===== src/rtl/ascon_dec_ct_stage.sv =====
// ASCON-128 decryption ciphertext stage: holds the 320-bit state, absorbs CT beats and
// emits plaintext through a one-entry skid register. It sequences the external p6 between blocks.
module ascon_dec_ct_stage (
  input  logic        clk,
  input  logic        rst_n,
  input  logic        ld_valid,
  output logic        ld_ready,
  input  logic [63:0] ld_s0,
  input  logic [63:0] ld_s1,
  input  logic [63:0] ld_s2,
  input  logic [63:0] ld_s3,
  input  logic [63:0] ld_s4,
  input  logic        ct_valid,
  output logic        ct_ready,
  input  logic [63:0] ct_data,
  input  logic        ct_last,
  input  logic [2:0]  ct_bytes,
  output logic        pt_valid,
  input  logic        pt_ready,
  output logic [63:0] pt_data,
  output logic        pt_last,
  output logic [3:0]  pt_bytes,
  output logic [63:0] p_x0,
  output logic [63:0] p_x1,
  output logic [63:0] p_x2,
  output logic [63:0] p_x3,
  output logic [63:0] p_x4,
  input  logic [63:0] p_y0,
  input  logic [63:0] p_y1,
  input  logic [63:0] p_y2,
  input  logic [63:0] p_y3,
  input  logic [63:0] p_y4,
  output logic        st_valid,
  input  logic        st_ready,
  output logic [63:0] st_s0,
  output logic [63:0] st_s1,
  output logic [63:0] st_s2,
  output logic [63:0] st_s3,
  output logic [63:0] st_s4
);

  typedef enum logic [1:0] {IDLE, ABSORB, PERM, DONE} state_t;

  state_t      state;
  logic [63:0] x0, x1, x2, x3, x4;
  logic        ct_fire;
  logic        pt_new;
  logic [63:0] last_mask;
  logic [63:0] last_pad;
  logic [63:0] pt_word;
  logic [63:0] x0_last;

  assign ld_ready = (state == IDLE);
  assign st_valid = (state == DONE);
  assign ct_ready = (state == ABSORB) && (!pt_valid || pt_ready);
  assign ct_fire  = ct_valid && ct_ready;
  // An empty last beat only pads the state; it carries no plaintext.
  assign pt_new   = ct_fire && (!ct_last || (ct_bytes != 3'd0));

  assign p_x0  = x0;
  assign p_x1  = x1;
  assign p_x2  = x2;
  assign p_x3  = x3;
  assign p_x4  = x4;
  assign st_s0 = x0;
  assign st_s1 = x1;
  assign st_s2 = x2;
  assign st_s3 = x3;
  assign st_s4 = x4;

  // With n=0 the mask is empty and the pad lands on bit 63, so one formula covers every last beat.
  always_comb begin
    last_mask = ~(64'hFFFF_FFFF_FFFF_FFFF >> {ct_bytes, 3'b000});
    last_pad  = 64'h80 << {~ct_bytes, 3'b000};
    pt_word   = x0 ^ ct_data;
    x0_last   = ((ct_data & last_mask) | (x0 & ~last_mask)) ^ last_pad;
  end

  always_ff @(posedge clk or negedge rst_n) begin
    if (!rst_n) begin
      state    <= IDLE;
      x0       <= '0;
      x1       <= '0;
      x2       <= '0;
      x3       <= '0;
      x4       <= '0;
      pt_valid <= 1'b0;
      pt_data  <= '0;
      pt_last  <= 1'b0;
      pt_bytes <= '0;
    end else begin
      if (pt_new) begin
        pt_valid <= 1'b1;
        pt_last  <= ct_last;
        if (ct_last) begin
          pt_data  <= pt_word & last_mask;
          pt_bytes <= {1'b0, ct_bytes};
        end else begin
          pt_data  <= pt_word;
          pt_bytes <= 4'd8;
        end
      end else if (pt_valid && pt_ready) begin
        pt_valid <= 1'b0;
      end

      case (state)
        IDLE: begin
          if (ld_valid) begin
            x0    <= ld_s0;
            x1    <= ld_s1;
            x2    <= ld_s2;
            x3    <= ld_s3;
            x4    <= ld_s4;
            state <= ABSORB;
          end
        end
        ABSORB: begin
          if (ct_fire) begin
            if (ct_last) begin
              x0    <= x0_last;
              state <= DONE;
            end else begin
              x0    <= ct_data;
              state <= PERM;
            end
          end
        end
        PERM: begin
          x0    <= p_y0;
          x1    <= p_y1;
          x2    <= p_y2;
          x3    <= p_y3;
          x4    <= p_y4;
          state <= ABSORB;
        end
        DONE: begin
          if (st_ready) state <= IDLE;
        end
        default: state <= IDLE;
      endcase
    end
  end

endmodule

===== config.mk =====
export PLATFORM = sky130hd
export DESIGN_NAME = ascon_dec_ct_stage
export DESIGN_NICKNAME = d
export VERILOG_FILES = /design/src/rtl/ascon_dec_ct_stage.sv
export SDC_FILE = /design/constraint.sdc
export NUM_CORES = 1
export LEC_CHECK = 0
export ABC_AREA = 1
export BUFFER_PORTS_ARGS = -buffer_cell sky130_fd_sc_hd__buf_2
export CAP_MARGIN = 15
export CORE_AREA = 2 2 558 560
export CTS_BUF_LIST = sky130_fd_sc_hd__clkbuf_8
export CTS_CLUSTER_SIZE = 14
export DETAILED_ROUTE_END_ITERATION = 7
export DIE_AREA = 0 0 560 562
export SYNTH_ARGS = -nofsm -noshare
export SYNTH_HDL_FRONTEND = slang
export SYNTH_SLANG_ARGS = --single-unit

===== constraint.sdc =====
create_clock -name clk -period 3.81 [get_ports clk]
set_input_delay 0.762 -clock clk [delete_from_list [all_inputs] [get_ports clk]]
set_output_delay 0.762 -clock clk [all_outputs]
set_load 0.005 [all_outputs]

==> results of run 1 <==
-- layout make-up --
cell class / instances / area [sq um] / area share [%]
flip-flops and latches: 392 / 9809 / 27.34
repair buffers: 1650 / 9495 / 26.46
multi-input cells: 1608 / 8960 / 24.97
well taps: 4120 / 5155 / 14.37
clock buffers: 109 / 1500 / 4.181
clock inverters: 54 / 540.5 / 1.506
inverters: 61 / 232.7 / 0.6486
diodes: 75 / 187.7 / 0.5231
-- how the worst max path moves through the flow --
stage                                     from                 endpoint  slack, ns  depth (start not counted)
after global routing      state[1]$_DFFE_PN0P_                 ct_ready       0.60                          5
final                     state[1]$_DFFE_PN0P_                 ct_ready       0.88                          5
after detailed placement               ct_last      p_x0[1]$_DFFE_PN0P_       0.50                          7
after floorplan                    ct_bytes[0]  pt_data[40]$_DFFE_PN0P_       2.02                          8
after CTS                 state[1]$_DFFE_PN0P_                 ct_ready       0.60                          5
after global placement                 ct_last      p_x0[1]$_DFFE_PN0P_       0.44                          7
-- flip-flops by register name, indices dropped and copies added (netlist names) --
register / flops
p_x0: 64
p_x1: 64
p_x2: 64
p_x3: 64
p_x4: 64
pt_data: 64
pt_bytes: 4
state: 2
pt_last: 1
pt_valid: 1
-- report_power, final --
part / total, mW / internal (mW) / switching [mW]
Clock: 5.86 / 3.34 / 2.51
Sequential: 8.97 / 6.29 / 2.68
Combinational: 19.3 / 6.33 / 13.0
Total: 34.1 / 16.0 / 18.2
-- per-stage QoR --
step / setup slack (ns) / util [%] / hold slack, ns
CTS: 0.5957 / 11.58 / 0.0002647
finish: 0.8807 / 11.64 / 0.1599
detailed placement: 0.5041 / 10.35 / 0.4659
floorplan: 2.018 / - / 0.4664
global route: 0.5966 / 11.61 / 0.07460
global placement: 0.4412 / 10.34 / 0.4640
-- cells in the mapped netlist (all sizes together) --
cell      n  share of area [%]
nor2    414                7.2
nor3      7               0.16
mux2i   256                 12
buf     438                 14
nand4     1              0.028
o31ai    32                1.6
ha        4               0.23
o211ai    4               0.14
nand2   343                6.0
inv      60                1.0
clkbuf   27               0.46
nand3    14               0.32
o21ai   122                2.8
dfrtp   392                 44
a21oi   352                8.0
xnor2    59                2.3
clkinv    1              0.017
-- routing by layer --
layer	track usage, %	part of all wire, %	up-vias	wire, um
li1	-	-	10690	-
met1	15.56	36	11850	87700
met2	23.40	44	1823	108100
met3	9.722	14	701	35320
met4	6.877	5.3	162	13070
met5	0.7982	0.73	-	1803
-- worst register-to-register path: stages (launching register included) --
cell     delay [ns]
dfrtp_1        0.44
inv_1          0.15
ha_4           0.27
nor2_1         0.51
o21ai_1        0.20
nand2_4        0.49
inv_1          0.32
nand2_2        0.21
nand2_1        0.07
nand2_1        0.07
-- layout by cell type (no fill, tap or decap) --
cell type      count
nand4_1            1
nand2_2            5
nand2_4            4
ha_4               3
diode_2           75
buf_4             30
buf_6              1
a21oi_1          352
xnor2_1           59
clkinv_1           1
o211ai_1           4
nand3_1           14
ha_1               1
dfrtp_1          392
inv_1             77
buf_12            18
buf_2           1425
clkbuf_8         109
o31ai_1           11
nor3_1             7
o21ai_0          106
clkinv_4           3
clkinvlp_4         3
bufinv_16         11
dlygate4sd3_1    175
buf_8              1
nand2_8            1
inv_4              1
clkinv_2          11
inv_2              6
nor2_4             2
nand2_1          333
o21ai_1           16
nor2_2             1
inv_6              2
o31ai_2           21
nor2_8             1
mux2i_1          256
nor2_1           410
-- kinds of logic (layout without fill, tap and decap cells) --
group           Yosys count  in the layout  share of synthesized area [%]
simple gates            779            779                          13.70
buf+inv                 526           1874                          15.37
compound gates          510            510                          12.42
flops                   392            392                          44.35
mux                     256            256                          11.59
xor+xnor                 59             59                          2.337
fa+ha+maj                 4              4                         0.2263
other cells               0             75                              0
==> impl_table.tex, run 1 <==
\begin{tabular}{lr}
\hline
Metric & Value \\
\hline
\multicolumn{2}{l}{\textbf{Route}} \\
Antenna-violating nets left & 0 \\
Per-cell routed wire length & 30.49 um \\
Number of iterations in the first detailed-routing pass & 5 \\
Via total after detailed routing & 25,220 \\
Total wire length after detailed routing & 246.0 mm \\
Number of remaining DRC errors & 0 \\
Number of DRC markers after the initial detailed-route iteration & 1,684 \\
Number of vias per cell & 3.126 \\
\multicolumn{2}{l}{\textbf{Finish}} \\
Fraction of layout cells with a size suffix above 1 & 42.82\% \\
Count of non-filler cells in the finished layout & 8,069 \\
Net count reported at finish & 4,523 \\
Post-layout instance area & 35,880 sq um \\
Relative area change from synthesis to final layout & 62.24\% \\
Number of fillers in the final layout & 35,870 \\
\multicolumn{2}{l}{\textbf{Yosys}} \\
Number of warnings printed during yosys synthesis & 0 \\
Share of synthesized area occupied by flip-flops and latches & 44.35\% \\
Post-Syn Area per Cell & 8.755 sq um \\
Area of the mapped netlist & 22,120 sq um \\
Register bit total from synthesis & 392 \\
Number of distinct library cell variants in the gate-level netlist after synthesis & 31 \\
Synthesized net count & 3,244 \\
Synthesized netlist cell count & 2,526 \\
\multicolumn{2}{l}{\textbf{Setup path}} \\
Critical path peak fanout & 4 \\
Crit path capture type & output pin \\
Required @ worst endpoint & 3.05 ns \\
Worst path top cell family by delay & buffers and inverters \\
Worst R2R End & p\_x0[5]\$\_DFFE\_PN0P\_ \\
Worst r2r src & state[0]\$\_DFFE\_PN0P\_ \\
Library cell contributing the largest single delay on the critical path & dfrtp\_1 \\
Worst r2r path cells & 9 \\
Reg-to-reg setup timing slack & 1.02 ns \\
Buffer and inverter count on the worst path & 3 \\
Largest incremental delay on the critical path & 0.44 ns \\
Crit Path Category & flop to output pin \\
Worst endpoint data arrival time & 2.17 ns \\
Type of origin of the critical path & flop \\
List of cells traversed by the critical path & inv\_1, ha\_4, inv\_2, nor2\_2, buf\_2 \\
\multicolumn{2}{l}{\textbf{Timing}} \\
Relative slew slack & 33.45\% \\
Final Slew Violations & 0 \\
Final clock period utilization by the worst path & 76.89\% \\
Final worst path period need & 2.929 ns \\
Final hold viol count & 0 \\
Highest clock rate & 341.4 MHz \\
Slew at the pin closest to its max-slew limit & 0.9911 ns \\
Clock tree skew after final layout & 0.08061 ns \\
Final setup TNS & 0 ns \\
Final-report setup violation count & 0 \\
RSZ-0062 raised after global routing & false \\
\multicolumn{2}{l}{\textbf{Die}} \\
Core box area & 308,300 sq um \\
Row cnt & 204 \\
Die Wd & 560 um \\
Die area & 314,700 sq um \\
IO Pins & 1,427 \\
Vert. Die Dim & 562 um \\
Initial core utilization & 7.173\% \\
\multicolumn{2}{l}{\textbf{Placement}} \\
Detailed placer's ending HPWL & 218.2 mm \\
Final estimated routing congestion in global placement & 1.142 \\
Placed instance area & 31,900 sq um \\
Port buffer count & 1,426 \\
Placed Instances & 7,656 \\
\multicolumn{2}{l}{\textbf{Pwr}} \\
Leakage component of the power & 15.95 nW \\
Maximum resistive drop on vdd & 0.4266 mV \\
Total power after layout & 34.12 mW \\
Cell area power density & 951.0 nW/um\^{}2 \\
\multicolumn{2}{l}{\textbf{Hold path}} \\
Class of the most critical hold timing path & primary input to flop \\
Worst hold path cell count & 3 \\
Hold Crit Start & p\_y1[36] \\
End point of the worst hold path & p\_x1[36]\$\_DFFE\_PN0P\_ \\
\multicolumn{2}{l}{\textbf{Flow run}} \\
Max-Cap Viols & 0 \\
\multicolumn{2}{l}{\textbf{CTS}} \\
TritonCTS clock tree & yes \\
Later-pin clock latency in the skew report & 0.90 ns \\
Number of resized instances in the post-cts repair step & 0 \\
Clock transition at the register clock pins on the worst setup and hold paths after CTS & 0.06 ns \\
Max Buffers Root-to-Sink & 4 \\
Total CTS buffers & 92 \\
Sinks on the clock net & 392 \\
Number of buffers added for setup after CTS & 0 \\
Root buffer cell & clkbuf\_8 \\
Count of hold buffers inserted by post-cts repair & 175 \\
CTS H-Tree Depth & 3 \\
\multicolumn{2}{l}{\textbf{GRT}} \\
Global routing usage summed across all routing layers & 14.98\% \\
First-pass GRT wire length & 296.8 mm \\
Initial antenna violation count & 244 \\
Pin count of the biggest net entering global routing & 119 \\
Vias in the first global route & 23,780 \\
Remaining Overflow, GRT & 0 \\
\multicolumn{2}{l}{\textbf{Status}} \\
Outcome & complete, no violations \\
\hline
\end{tabular}
(Power assumes the default switching activity.)
==> run 2, diff against run 1 <==
- CORE_AREA: 2 2 558 560 -> 2 2 548 550
- DIE_AREA: 0 0 560 562 -> 0 0 550 552
- clock period: 3.81 -> 3 ns (I/O delays scaled with it)
==> impl_table.tex, run 2 (same netlist as run 1, synthesis figures left out) <==
\begin{tabular}{lr}
\hline
Metric & Value \\
\hline
\multicolumn{2}{l}{\textbf{CTS}} \\
Total CTS buffers & 87 (was 92) \\
Number of buffers added for setup after CTS & 0 (unchanged) \\
Sinks on the clock net & 392 (unchanged) \\
Root buffer cell & clkbuf\_8 (unchanged) \\
TritonCTS clock tree & yes (unchanged) \\
Later-pin clock latency in the skew report & 0.86 ns (was 0.90 ns) \\
Clock transition at the register clock pins on the worst setup and hold paths after CTS & 0.06 ns (about the same) \\
Max Buffers Root-to-Sink & 4 (unchanged) \\
CTS H-Tree Depth & 3 (unchanged) \\
\multicolumn{2}{l}{\textbf{GRT}} \\
Global routing usage summed across all routing layers & 15.25\% (was 14.98\%) \\
Pin count of the biggest net entering global routing & 101 (was 119) \\
Initial antenna violation count & 213 (was 244) \\
Vias in the first global route & 26,520 (was 23,780) \\
First-pass GRT wire length & 296.8 mm (about the same) \\
GR met1 Demand/Resource & 15.52\% (was 15.56\%) \\
Routing layer with the top usage in global route & met2 (unchanged) \\
Remaining Overflow, GRT & 0 (unchanged) \\
Fraction of met2 tracks used by global routing & 23.86\% (was 23.40\%) \\
M3 GR Usage & 10.59\% (was 9.722\%) \\
\multicolumn{2}{l}{\textbf{Setup path}} \\
Reg-to-reg setup timing slack & 0.16 ns (was 1.02 ns) \\
Worst path top cell family by delay & buffers and inverters (unchanged) \\
Cell occurring most often along the worst timing path & buf\_12 \\
Type of origin of the critical path & flop (unchanged) \\
Buffer and inverter count on the worst path & 4 (was 3) \\
Critical path peak fanout & 51 (was 4) \\
Crit path capture type & flop (was output pin) \\
Worst endpoint data arrival time & 3.54 ns (was 2.17 ns) \\
Required @ worst endpoint & 3.70 ns (was 3.05 ns) \\
Largest incremental delay on the critical path & 0.60 ns (was 0.44 ns) \\
Crit Path Category & flop to flop (was flop to output pin) \\
List of cells traversed by the critical path & inv\_1, ha\_4, buf\_12, buf\_12, mux2i\_1, dlygate4sd3\_1, a21oi\_1 (was inv\_1, ha\_4, inv\_2, nor2\_2, buf\_2) \\
Library cell contributing the largest single delay on the critical path & dlygate4sd3\_1 (was dfrtp\_1) \\
\multicolumn{2}{l}{\textbf{Flow run}} \\
Max-Cap Viols & 0 (unchanged) \\
\multicolumn{2}{l}{\textbf{Timing}} \\
Slew at the pin closest to its max-slew limit & 0.9614 ns (was 0.9911 ns) \\
RSZ-0062 raised after global routing & false (unchanged) \\
Final setup TNS & 0 ns (unchanged) \\
Final Slew Violations & 0 (unchanged) \\
Final worst path period need & 2.837 ns \\
Final worst hold slack & 0.1018 ns (was 0.1599 ns) \\
Final clock period utilization by the worst path & 94.56\% \\
Final hold viol count & 0 (unchanged) \\
Highest clock rate & 352.5 MHz \\
Relative slew slack & 35.91\% (was 33.45\%) \\
Final-report setup violation count & 0 (unchanged) \\
Clock tree skew after final layout & 0.04900 ns (was 0.08061 ns) \\
\multicolumn{2}{l}{\textbf{Route}} \\
Total wire length after detailed routing & 242.5 mm (was 246.0 mm) \\
Antenna-violating nets left & 0 (unchanged) \\
Per-cell routed wire length & 28.75 um (was 30.49 um) \\
Number of remaining DRC errors & 0 (unchanged) \\
Number of DRC markers after the initial detailed-route iteration & 2,312 (was 1,684) \\
Via total after detailed routing & 27,400 (was 25,220) \\
Number of vias per cell & 3.248 (was 3.126) \\
Number of iterations in the first detailed-routing pass & 5 (unchanged) \\
\multicolumn{2}{l}{\textbf{Placement}} \\
Final estimated routing congestion in global placement & 1.060 (was 1.142) \\
Detailed placer's ending HPWL & 210.8 mm (was 218.2 mm) \\
Placed instance area & 32,160 sq um (was 31,900 sq um) \\
Placed Instances & 7,557 (was 7,656) \\
Port buffer count & 1,426 (unchanged) \\
\multicolumn{2}{l}{\textbf{Pwr}} \\
Switching portion of total power & 51.60\% (was 53.21\%) \\
Combinational power share & 59.7\% (was 56.5\%) \\
Sequential power share & 25.4\% (was 26.3\%) \\
Net switching component of the power & 22.92 mW (was 18.16 mW) \\
Total power after layout & 44.42 mW (was 34.12 mW) \\
Cell internal pwr & 21.50 mW (was 15.97 mW) \\
Cell area power density & 1093 nW/um\^{}2 (was 951.0 nW/um\^{}2) \\
Leakage component of the power & 18.04 nW (was 15.95 nW) \\
Maximum resistive drop on vdd & 0.8478 mV (was 0.4266 mV) \\
Clock power frac & 14.9\% (was 17.2\%) \\
\multicolumn{2}{l}{\textbf{Finish}} \\
Most frequent cells in the layout & 1,425 x buf\_2, 646 x dlygate4sd3\_1, 410 x nor2\_1, 392 x dfrtp\_1, 352 x a21oi\_1 (was 1,425 x buf\_2, 410 x nor2\_1, 392 x dfrtp\_1, 352 x a21oi\_1, 333 x nand2\_1) \\
Relative area change from synthesis to final layout & 83.75\% (was 62.24\%) \\
Post-layout instance area & 40,640 sq um (was 35,880 sq um) \\
Fraction of layout cells with a size suffix above 1 & 38.97\% (was 42.82\%) \\
Net count reported at finish & 5,052 (was 4,523) \\
Count of non-filler cells in the finished layout & 8,435 (was 8,069) \\
Number of fillers in the final layout & 34,120 (was 35,870) \\
Most common cell after layout, fill and taps aside & buf\_2 (unchanged) \\
\multicolumn{2}{l}{\textbf{Die}} \\
IO Pins & 1,427 (unchanged) \\
Core box area & 298,300 sq um (was 308,300 sq um) \\
Row cnt & 201 (was 204) \\
Die Wd & 550 um (was 560 um) \\
Die area & 303,600 sq um (was 314,700 sq um) \\
Initial core utilization & 7.415\% (was 7.173\%) \\
Vert. Die Dim & 552 um (was 562 um) \\
\multicolumn{2}{l}{\textbf{Hold path}} \\
Class of the most critical hold timing path & primary input to flop (unchanged) \\
\multicolumn{2}{l}{\textbf{Status}} \\
Outcome & complete, no violations (unchanged) \\
\hline
\end{tabular}
-- run 2: layout make-up --
class                      count  area [sq um]  share of cell area (%)
tap                         3958          4952                   12.19
inverter                      61         232.7                  0.5727
antenna                       81         202.7                  0.4988
clock inverter                40         277.8                  0.6835
multi-input combinational   1608          8950                   22.02
timing repair buffer        2184         14690                   36.14
clock buffer                 111          1528                   3.759
sequential                   392          9809                   24.14
-- run 2: per-layer routing --
metal,up-vias,part of all wire [%]
met3,627,16
met1,13020,34
met4,148,4.8
li1,11750,-
met5,-,0.51
met2,1857,44
-- run 2: path summary, 6_finish.rpt --
kind,startpoint,end,cells after the start
worst max-delay path,state[0]$_DFFE_PN0P_,p_x3[55]$_DFFE_PN0P_,7
worst min-delay path,p_y3[63],p_x3[63]$_DFFE_PN0P_,3
worst max register to register,state[0]$_DFFE_PN0P_,p_x3[55]$_DFFE_PN0P_,7
worst min register to register,pt_data[52]$_DFFE_PN0P_,pt_data[52]$_DFFE_PN0P_,2
max in group asynchronous,rst_n,p_x1[4]$_DFFE_PN0P_,3
min in group asynchronous,rst_n,pt_data[23]$_DFFE_PN0P_,2
-- run 2: timing repair --
| item | CTS | global route |
|---|---|---|
| resized for setup | 0 | 2 |
| hold buffers | 646 | 0 |
| endpoints found under the hold margin | 377 | 0 |
| endpoints found under the setup margin | 0 | 22 |
-- run 2: power by group through the flow --
stage / sequential (mW) / combinational, mW / clock, mW
after global routing: 11.5 / 28.7 / 7.06
after global placement: 11.2 / 24.6 / 0
after detailed placement: 11.3 / 24.6 / 0
after CTS: 11.3 / 26.9 / 6.90
after floorplan: 10.2 / 12.4 / 0
final: 11.3 / 26.5 / 6.60
-- run 2: through the flow --
step / util (%) / worst slack [ns]
CTS: 13.55 / 0.07378
floorplan: - / 1.319
global placement: 10.78 / 0.3053
global route: 13.60 / 0.01370
detailed placement: 10.78 / 0.2497
finish: 13.63 / 0.1634
-- run 2: worst min-delay path: cells and delay by family --
| kind | cells | cell delay (ns) |
|---|---|---|
| buffers and inverters | 1 | 0.08 |
| muxes | 1 | 0.06 |
| AOI/OAI and AO/OA | 1 | 0.13 |
